**config.mk**
```make
export PLATFORM = sky130hd
export DESIGN_NAME = sw_debounce_bank
export DESIGN_NICKNAME = d
export VERILOG_FILES = /design/src/rtl/sw_debounce_bank.sv
export SDC_FILE = /design/constraint.sdc
export NUM_CORES = 1
export LEC_CHECK = 0
export ABC_AREA = 1
export CAP_MARGIN = 20
export CORE_MARGIN = 8
export CORE_UTILIZATION = 56
export CTS_CLUSTER_SIZE = 14
export DETAILED_ROUTE_END_ITERATION = 6
export PLACE_DENSITY = 0.86
export SLEW_MARGIN = 20
export SYNTH_ARGS = -nofsm -noshare
export SYNTH_HDL_FRONTEND = slang
export SYNTH_SLANG_ARGS = --single-unit
```
**constraint.sdc**
```tcl
create_clock -name clk -period 1.6 [get_ports clk]
set_input_delay 0.16 -clock clk [delete_from_list [all_inputs] [get_ports clk]]
set_output_delay 0.16 -clock clk [all_outputs]
set_load 0.01 [all_outputs]
```
**src/rtl/sw_debounce_bank.sv**
```systemverilog
// rtl/sw_debounce_bank.sv - N-channel switch synchroniser, debouncer and edge-pulse generator.
// Optional push-on/push-off latch outputs enabled by defining SW_DEBOUNCE_TOGGLE_EN.
module sw_debounce_bank #(
  parameter int N_SW          = 2,
  parameter int SYNC_STAGES   = 2,
  parameter int STABLE_CYCLES = 4,
  parameter int CNT_W         = 8
) (
  input  logic            clk,
  input  logic            rst,
  input  logic [N_SW-1:0] sw_in,
  output logic [N_SW-1:0] sw_db,
  output logic [N_SW-1:0] sw_rise,
  output logic [N_SW-1:0] sw_fall,
`ifdef SW_DEBOUNCE_TOGGLE_EN
  output logic [N_SW-1:0] sw_toggle,
`endif
  output logic            any_change
);

  localparam logic [CNT_W-1:0] CNT_MAX = CNT_W'(STABLE_CYCLES - 1);

  logic [SYNC_STAGES-1:0][N_SW-1:0] sync_q;
  logic [N_SW-1:0]                  sync;
  logic [CNT_W-1:0]                 cnt [N_SW];
  logic [N_SW-1:0]                  accept;
  logic [N_SW-1:0]                  rise_d;
  logic [N_SW-1:0]                  fall_d;

  always_ff @(posedge clk) begin
    if (rst) begin
      sync_q <= '0;
    end else begin
      sync_q <= {sync_q[SYNC_STAGES-2:0], sw_in};
    end
  end

  assign sync = sync_q[SYNC_STAGES-1];

  // A channel is accepted on the edge where it has already disagreed for STABLE_CYCLES-1 cycles.
  always_comb begin
    accept = '0;
    for (int i = 0; i < N_SW; i++) begin
      accept[i] = (sync[i] != sw_db[i]) && (cnt[i] == CNT_MAX);
    end
    rise_d = accept & sync;
    fall_d = accept & ~sync;
  end

  always_ff @(posedge clk) begin
    if (rst) begin
      for (int i = 0; i < N_SW; i++) begin
        cnt[i] <= '0;
      end
      sw_db   <= '0;
      sw_rise <= '0;
      sw_fall <= '0;
    end else begin
      for (int i = 0; i < N_SW; i++) begin
        if (sync[i] == sw_db[i] || accept[i]) begin
          cnt[i] <= '0;
        end else begin
          cnt[i] <= cnt[i] + 1'b1;
        end
      end
      sw_db   <= (sw_db & ~accept) | (sync & accept);
      sw_rise <= rise_d;
      sw_fall <= fall_d;
    end
  end

  assign any_change = |(sw_rise | sw_fall);

`ifdef SW_DEBOUNCE_TOGGLE_EN
  // Flips on the same edge that raises sw_rise, so both become visible together.
  always_ff @(posedge clk) begin
    if (rst) begin
      sw_toggle <= '0;
    end else begin
      sw_toggle <= sw_toggle ^ rise_d;
    end
  end
`endif

endmodule

```
==> metrics list, run 1 <==
- The number of failing hold endpoints at the final stage came to 0.
* First-pass GRT wire length: 3950 µm
- The number of antenna violations at the first check in global routing came to 0.
* Main flop type after synthesis: edfxtp_1
- Number of register bits inferred by synthesis: 26
- The clock drives 26 sinks.
* Required time worst endpoint: 1.44 ns
* Half-perimeter wire length after detailed placement: 1800 µm
- In this run the post-CTS setup repair buffer count came out at 0.
- Die width: 64.0 µm
- After detailed routing, the number of vias per cell comes to 4.66.
- Adding up every negative setup slack in the final design gives 0 ns.
- Via count of the first global-routing pass: 1013
* Residual antenna-violating net count after detailed routing: 0
- Total Die Area: 4090 µm²
- Fill cells in the final layout number 173.
* Total congestion overflow: 0
- Worst min-delay path category: input pin to register
- VDD sags by at most 589 µV.
- Vert. Die Dim: 64.0 µm
- On the final layout, the worst hold slack is 0.339 ns.
- Total via count in the routed design: 992
- STA classifies the critical path endpoint as an output port.
* Power Density: 788 nW/µm²
- The pre-antenna-repair detailed-routing pass consisted of 4 iterations.
* Deepest clock path buffer count: 2
* I/O pin count: 11
- Most common cell in the netlist: nand2_1
* Nature of the critical path startpoint: register
* Static leakage power: 0.692 nW
- Clock tree from TritonCTS: yes
- In this run the tool buffered the top-level ports with 10 buffer cells.
* Worst-path clk slew: 0.13 ns
* Mean Syn Cell Area: 8.31 µm²
* Leading post-synthesis cells by cell area: edfxtp_1, dfxtp_1, nand2_1
* Area share of xor/xnor cells in the synthesized design: 0.0136
- The run finished with clean final reports.
- Of the total synthesized cell area, the portion taken by full adders, half adders and majority gates is 0.0194.
- Dividing the final minimum period by the clock period gives 0.931.
- Clock H-tree levels: 1
* DRC marker count from the first detailed-route iteration: 35
- For this run, asynchronously set or reset flops after synthesis account for 0.
* Sequential area share after synthesis: 0.528
- Static timing analysis puts the maximum clock frequency at 672 MHz.
* Arr. time, crit path: 1.33 ns
- Dominant cell type by area after synthesis: edfxtp_1
- Antenna cells: 0
* Post-synthesis compound-gate area fraction: 0.0524
- The number of hold buffers added after CTS was 0.
- Max Transition Viols Final: 0
* Most frequent cells after synthesis: nand2_1, inv_1, nor2_1, edfxtp_1, dfxtp_1
- Synth Instances: 155
- Buffers inserted during clock tree synthesis total 3.
- RSZ-0062 raised after global routing: no
- Entering global routing, the biggest net connects 16 pins.
- Number of enable flip-flop cells after synthesis: 16
- Max-cap violations in this run came to 0.
- Minimum clock period: 1.49 ns
* Cell at the root of the clock tree: clkbuf_4
- Initial Utilization: 0.588
- The worst setup path is of the register to output port kind.
- Dividing the detail-routed wire length by the instance count gives 10.3 µm.
- From synthesis to final layout, the design area changed by 19.1%.
- Between clock sinks in the finished design, the worst skew comes to 0.00401 ns.
- The net count of the finished layout is 192.
- Top-area cell type share of the netlist area: 0.373
- Fraction of the mapped netlist area in simple logic gates: 0.290
* Share of post-route cells with drive strength above 1: 0.141
- Largest family of logic cells by synthesized area: simple AND/OR/NAND/NOR gates
- Total standard cell area after synthesis: 1290 µm²
- Multiplexer share of the synthesized area: 0
* Number of endpoints failing setup at the final stage: 0
- Routability Congestion: 0.806
- Of all nets on the critical path, the largest fanout is 2.
- The floorplan step defined a core boundary enclosing 2190 µm².
- Number of warning messages in the yosys log: 0
* Std cell rows: 17
* Count of distinct cell types in the synthesized netlist: 22
- In the global route stage, overall resource usage came out at 0.118.
* Post-detailed-routing wire length: 2180 µm
- Clk Latency, worst-skew pair: 0.32 ns
- In the routed design, unresolved DRC markers number 0.
- Gates resized, CTS repair: 0
[final timing paths]
kind	start	to	slack, ns	cells past startpoint
max	sw_fall[1]$_SDFF_PP0_	any_change	0.11	3
min reg2reg	sync_q[0]$_SDFF_PP0_	sync[0]$_SDFF_PP0_	0.42	2
min	sw_in[1]	sync_q[1]$_SDFF_PP0_	0.34	3
max reg2reg	cnt[1][0]$_SDFFCE_PN0P_	cnt[1][5]$_SDFFCE_PN0P_	0.18	8
[placed cells by master, fill, tap and decap left out, types with 2 or more instances in the layout]
cell type / Yosys / final
inv_2: 6 / 6
o21ai_0: 4 / 4
dfxtp_1: 10 / 10
inv_1: 25 / 25
conb_1: 1 / 16
a21oi_2: 2 / 2
nand3_1: 9 / 9
nand2_2: 3 / 3
nor3_1: 2 / 2
nor2_1: 20 / 20
xor2_1: 2 / 2
edfxtp_1: 16 / 16
ha_1: 2 / 2
clkbuf_4: 0 / 3
nand2_4: 2 / 2
nor2_2: 5 / 5
clkdlybuf4s50_1: 0 / 10
a21oi_1: 6 / 6
nand2_1: 35 / 35
[critical path, cell delays in order (launching register included)]
cell and delay (ns):
dfxtp_1 0.36, nor2_1 0.05, nand2_1 0.06, clkdlybuf4s50_1 0.55
[power by group]
| part | internal, mW | switching (mW) |
|---|---|---|
| clock network | 0.191 | 0.188 |
| registers | 0.733 | 0.0192 |
| logic | 0.0303 | 0.0482 |
| total | 0.954 | 0.255 |
[cell type report]
type | count | area [µm²] | area share
clock buffer | 4 | 47.5 | 0.0310
inverter | 32 | 120 | 0.0782
multi-input combinational | 112 | 544 | 0.355
sequential | 26 | 681 | 0.443
tap | 28 | 35.0 | 0.0228
timing repair buffer | 11 | 108 | 0.0701
[routing by layer]
layer,wire length [µm],global-route usage
met1,881,0.109
met2,1210,0.236
met4,43,0.0585
met5,0,0
met3,45,0.0226
[logic make-up (layout without fill, tap and decap cells)]
logic type / after synthesis / in the layout
and+or+nand+nor: 80 / 80
buffers and inverters: 32 / 47
DFF: 26 / 26
AOI/OAI and AO/OA: 12 / 12
adders and majority gates: 2 / 2
xor gates and xnor gates: 2 / 2
other: 1 / 16
[per-stage QoR]
stage,area [µm²],instances,utilization,power [mW],worst slack (ns)
2_1_floorplan,1350,170,-,0.819,0.331
3_3_place_gp,1490,209,0.679,0.839,0.250
3_5_place_dp,1490,209,0.679,0.845,0.186
4_1_cts,1540,213,0.701,1.22,0.0997
5_1_grt,1540,213,0.701,1.26,0.0449
6_report,1540,213,0.701,1.21,0.111
[flip-flops by register name (all words and copies together), names as in the netlist, named ones only]
signal and flops:
cnt 16, sw_fall 2, sw_rise 2, sync 2, sync_q 2
Power figures use the tool's default switching activity.
==> run 2, diff against run 1 <==
--- a/config.mk
+++ b/config.mk
@@ -8,10 +8,10 @@
 export ABC_AREA = 1
 export CAP_MARGIN = 20
 export CORE_MARGIN = 8
-export CORE_UTILIZATION = 56
+export CORE_UTILIZATION = 34
 export CTS_CLUSTER_SIZE = 14
 export DETAILED_ROUTE_END_ITERATION = 6
-export PLACE_DENSITY = 0.86
+export PLACE_DENSITY = 0.6
 export SLEW_MARGIN = 20
 export SYNTH_ARGS = -nofsm -noshare
 export SYNTH_HDL_FRONTEND = slang
==> metrics list, run 2 (synthesized netlist as in run 1, its figures left out) <==
- Nature of the critical path startpoint: register
* Minimum clock period: 1.45 ns
- I/O pin count: 11
- Static leakage power: 0.688 nW
- Die width: 77.6 µm
- CTS sink count: 26
* Routed wire length per instance: 8.64 µm
- Of all nets on the critical path, the largest fanout is 2.
* Antenna cells: 0
- RSZ-0062 raised after global routing: no
* Total Die Area: 6020 µm²
- Total congestion overflow: 0
- For this run, the post-layout net count is 192.
- Largest register by flop count: cnt
* Residual antenna-violating net count after detailed routing: 0
- The number of failing hold endpoints at the final stage came to 0.
* Initial Utilization: 0.352
* Postcts setup bufs: 0
- The via count of the first global-routing pass was 858.
* Worst clock skew: 0.00407 ns
- Post-Place Worst Slack: 0.216 ns
- Count of filler cells inserted in the layout: 379
- CTS Hold Bufs: 0
* Post-detailed-routing wire length: 2010 µm
- Hold wc startpoint: sw_in[1]
* Share of post-route cells with drive strength above 1: 0.135
- After clock tree synthesis, the clock-pin slew on the worst setup and hold paths is 0.09 ns.
- At the end of routability-driven placement, the weighted congestion stood at 0.769.
* Hold Path End: sync_q[1]$_SDFF_PP0_
- Number of endpoints failing setup at the final stage: 0
- Post-layout util: 0.425
- Critical path type: register to output port
- In this run the critical register-to-register path is captured at cnt[1][5]$_SDFFCE_PN0P_.
- With fillers left out, the area of the finished cells amounts to 1560 µm².
- Clock tree from TritonCTS: yes
- Combined global-route utilization of all metal layers: 0.0714
- In this run the critical register-to-register path is launched from cnt[1][0]$_SDFFCE_PN0P_.
- Timing would allow up to 689 MHz.
- Placement-stage cell area: 1510 µm²
- The first routing iteration left 51 violations.
- In this run the worst hold path is classified as input pin to register.
- Cells on worst reg2reg path: 8
* Count of buffers from port buffering: 10
- Required time worst endpoint: 1.44 ns
- For this run, design rule violations remaining after detail routing come to 0.
- Using the TritonRoute via totals, the vias-per-cell ratio works out to 3.99.
- In this run the register-to-register setup slack is 0.20 ns.
* Final std cells w/o fill: 233
- The design draws 1.21 mW.
- Largest net degree at the start of global routing: 15
* Cells after DPL: 229
* Share of the cycle needed by the critical path after routing: 0.907
- For the worst-skew pair, the clock arrives at the later sink with an insertion delay of 0.27 ns.
- Clock H-tree levels: 1
* Std cell rows: 22
- The clock passes through at most 2 buffers.
* Final worst-path setup slack: 0.149 ns
- Half-perimeter wire length after detailed placement: 1620 µm
- Floorplan core area: 3660 µm²
- Drt pass-1 iters: 4
- The max-slew violation count came to 0.
- The flow ran to the end, and the final reports show no timing, DRC or antenna violations.
- Hold Path Depth: 3
* Arr. time, crit path: 1.29 ns
* Highest ir drop seen on vdd: 627 µV
- Power Density: 774 nW/µm²
* Leading cell types in the layout, fill and taps excluded: nand2_1, inv_1, nor2_1, edfxtp_1, conb_1
- The final route contains 930 vias.
- On the final layout, the worst hold slack is 0.402 ns.
- Number of clock buffers inserted by TritonCTS: 3
- Startpoint of the worst setup timing path: sw_fall[1]$_SDFF_PP0_
* Layout overhead on the synthesized area: 20.9%
- Vert. Die Dim: 77.6 µm
- The tree is rooted in a clkbuf_8.
- Leaving out fill and tap cells, the most frequent cell in the layout is nand2_1.
- Gates resized, CTS repair: 0
- Number of flip-flops in the largest register: 16
- Crit path capture type: output port
* Antenna violations before repair: 0
* Max-cap check violation count: 0
* Final setup TNS: 0 ns
- First-pass GRT wire length: 3550 µm
[run 2: changes by cell type in the layout (fill, tap and decap cells not counted)]
| cell | previous run | this run |
|---|---|---|
| clkbuf_4 | 3 | 0 |
| clkbuf_8 | 0 | 3 |
| clkbuf_1 | 0 | 1 |
| clkbuf_16 | 1 | 0 |
[run 2: worst max path at each step]
stage / to / slack, ns / cells after the start
after floorplan: cnt[1][5]$_SDFFCE_PN0P_ / 0.33 / 8
after global placement: cnt[1][5]$_SDFFCE_PN0P_ / 0.22 / 8
after detailed placement: cnt[1][5]$_SDFFCE_PN0P_ / 0.22 / 8
after CTS: any_change / 0.12 / 3
after global routing: any_change / 0.07 / 3
final: any_change / 0.15 / 3
[run 2: final cells by class]
type | count | area (µm²) | area share
clock buffer | 4 | 45.0 | 0.0289
timing repair buffer | 11 | 108 | 0.0691
inverter | 32 | 120 | 0.0771
multi-input combinational | 112 | 544 | 0.349
sequential | 26 | 681 | 0.437
tap | 48 | 60.1 | 0.0386
[run 2: critical path, cell delays in order (launching register included)]
cell and delay, ns:
dfxtp_1 0.32, nor2_1 0.13, nand2_1 0.09, clkdlybuf4s50_1 0.48
[run 2: per-layer routing]
metal,vias up,part of all wire,GRT usage,wire [µm]
li1,521,-,-,-
met1,401,0.53,0.0825,1070
met2,6,0.43,0.121,868
met3,2,0.029,0.0207,59
met4,0,0.0094,0.0283,19
met5,-,0,0,0
[run 2: power breakdown]
group / internal, mW / switching (mW)
registers: 0.733 / 0.0189
logic: 0.0302 / 0.0462
clock network: 0.178 / 0.200
total: 0.941 / 0.265
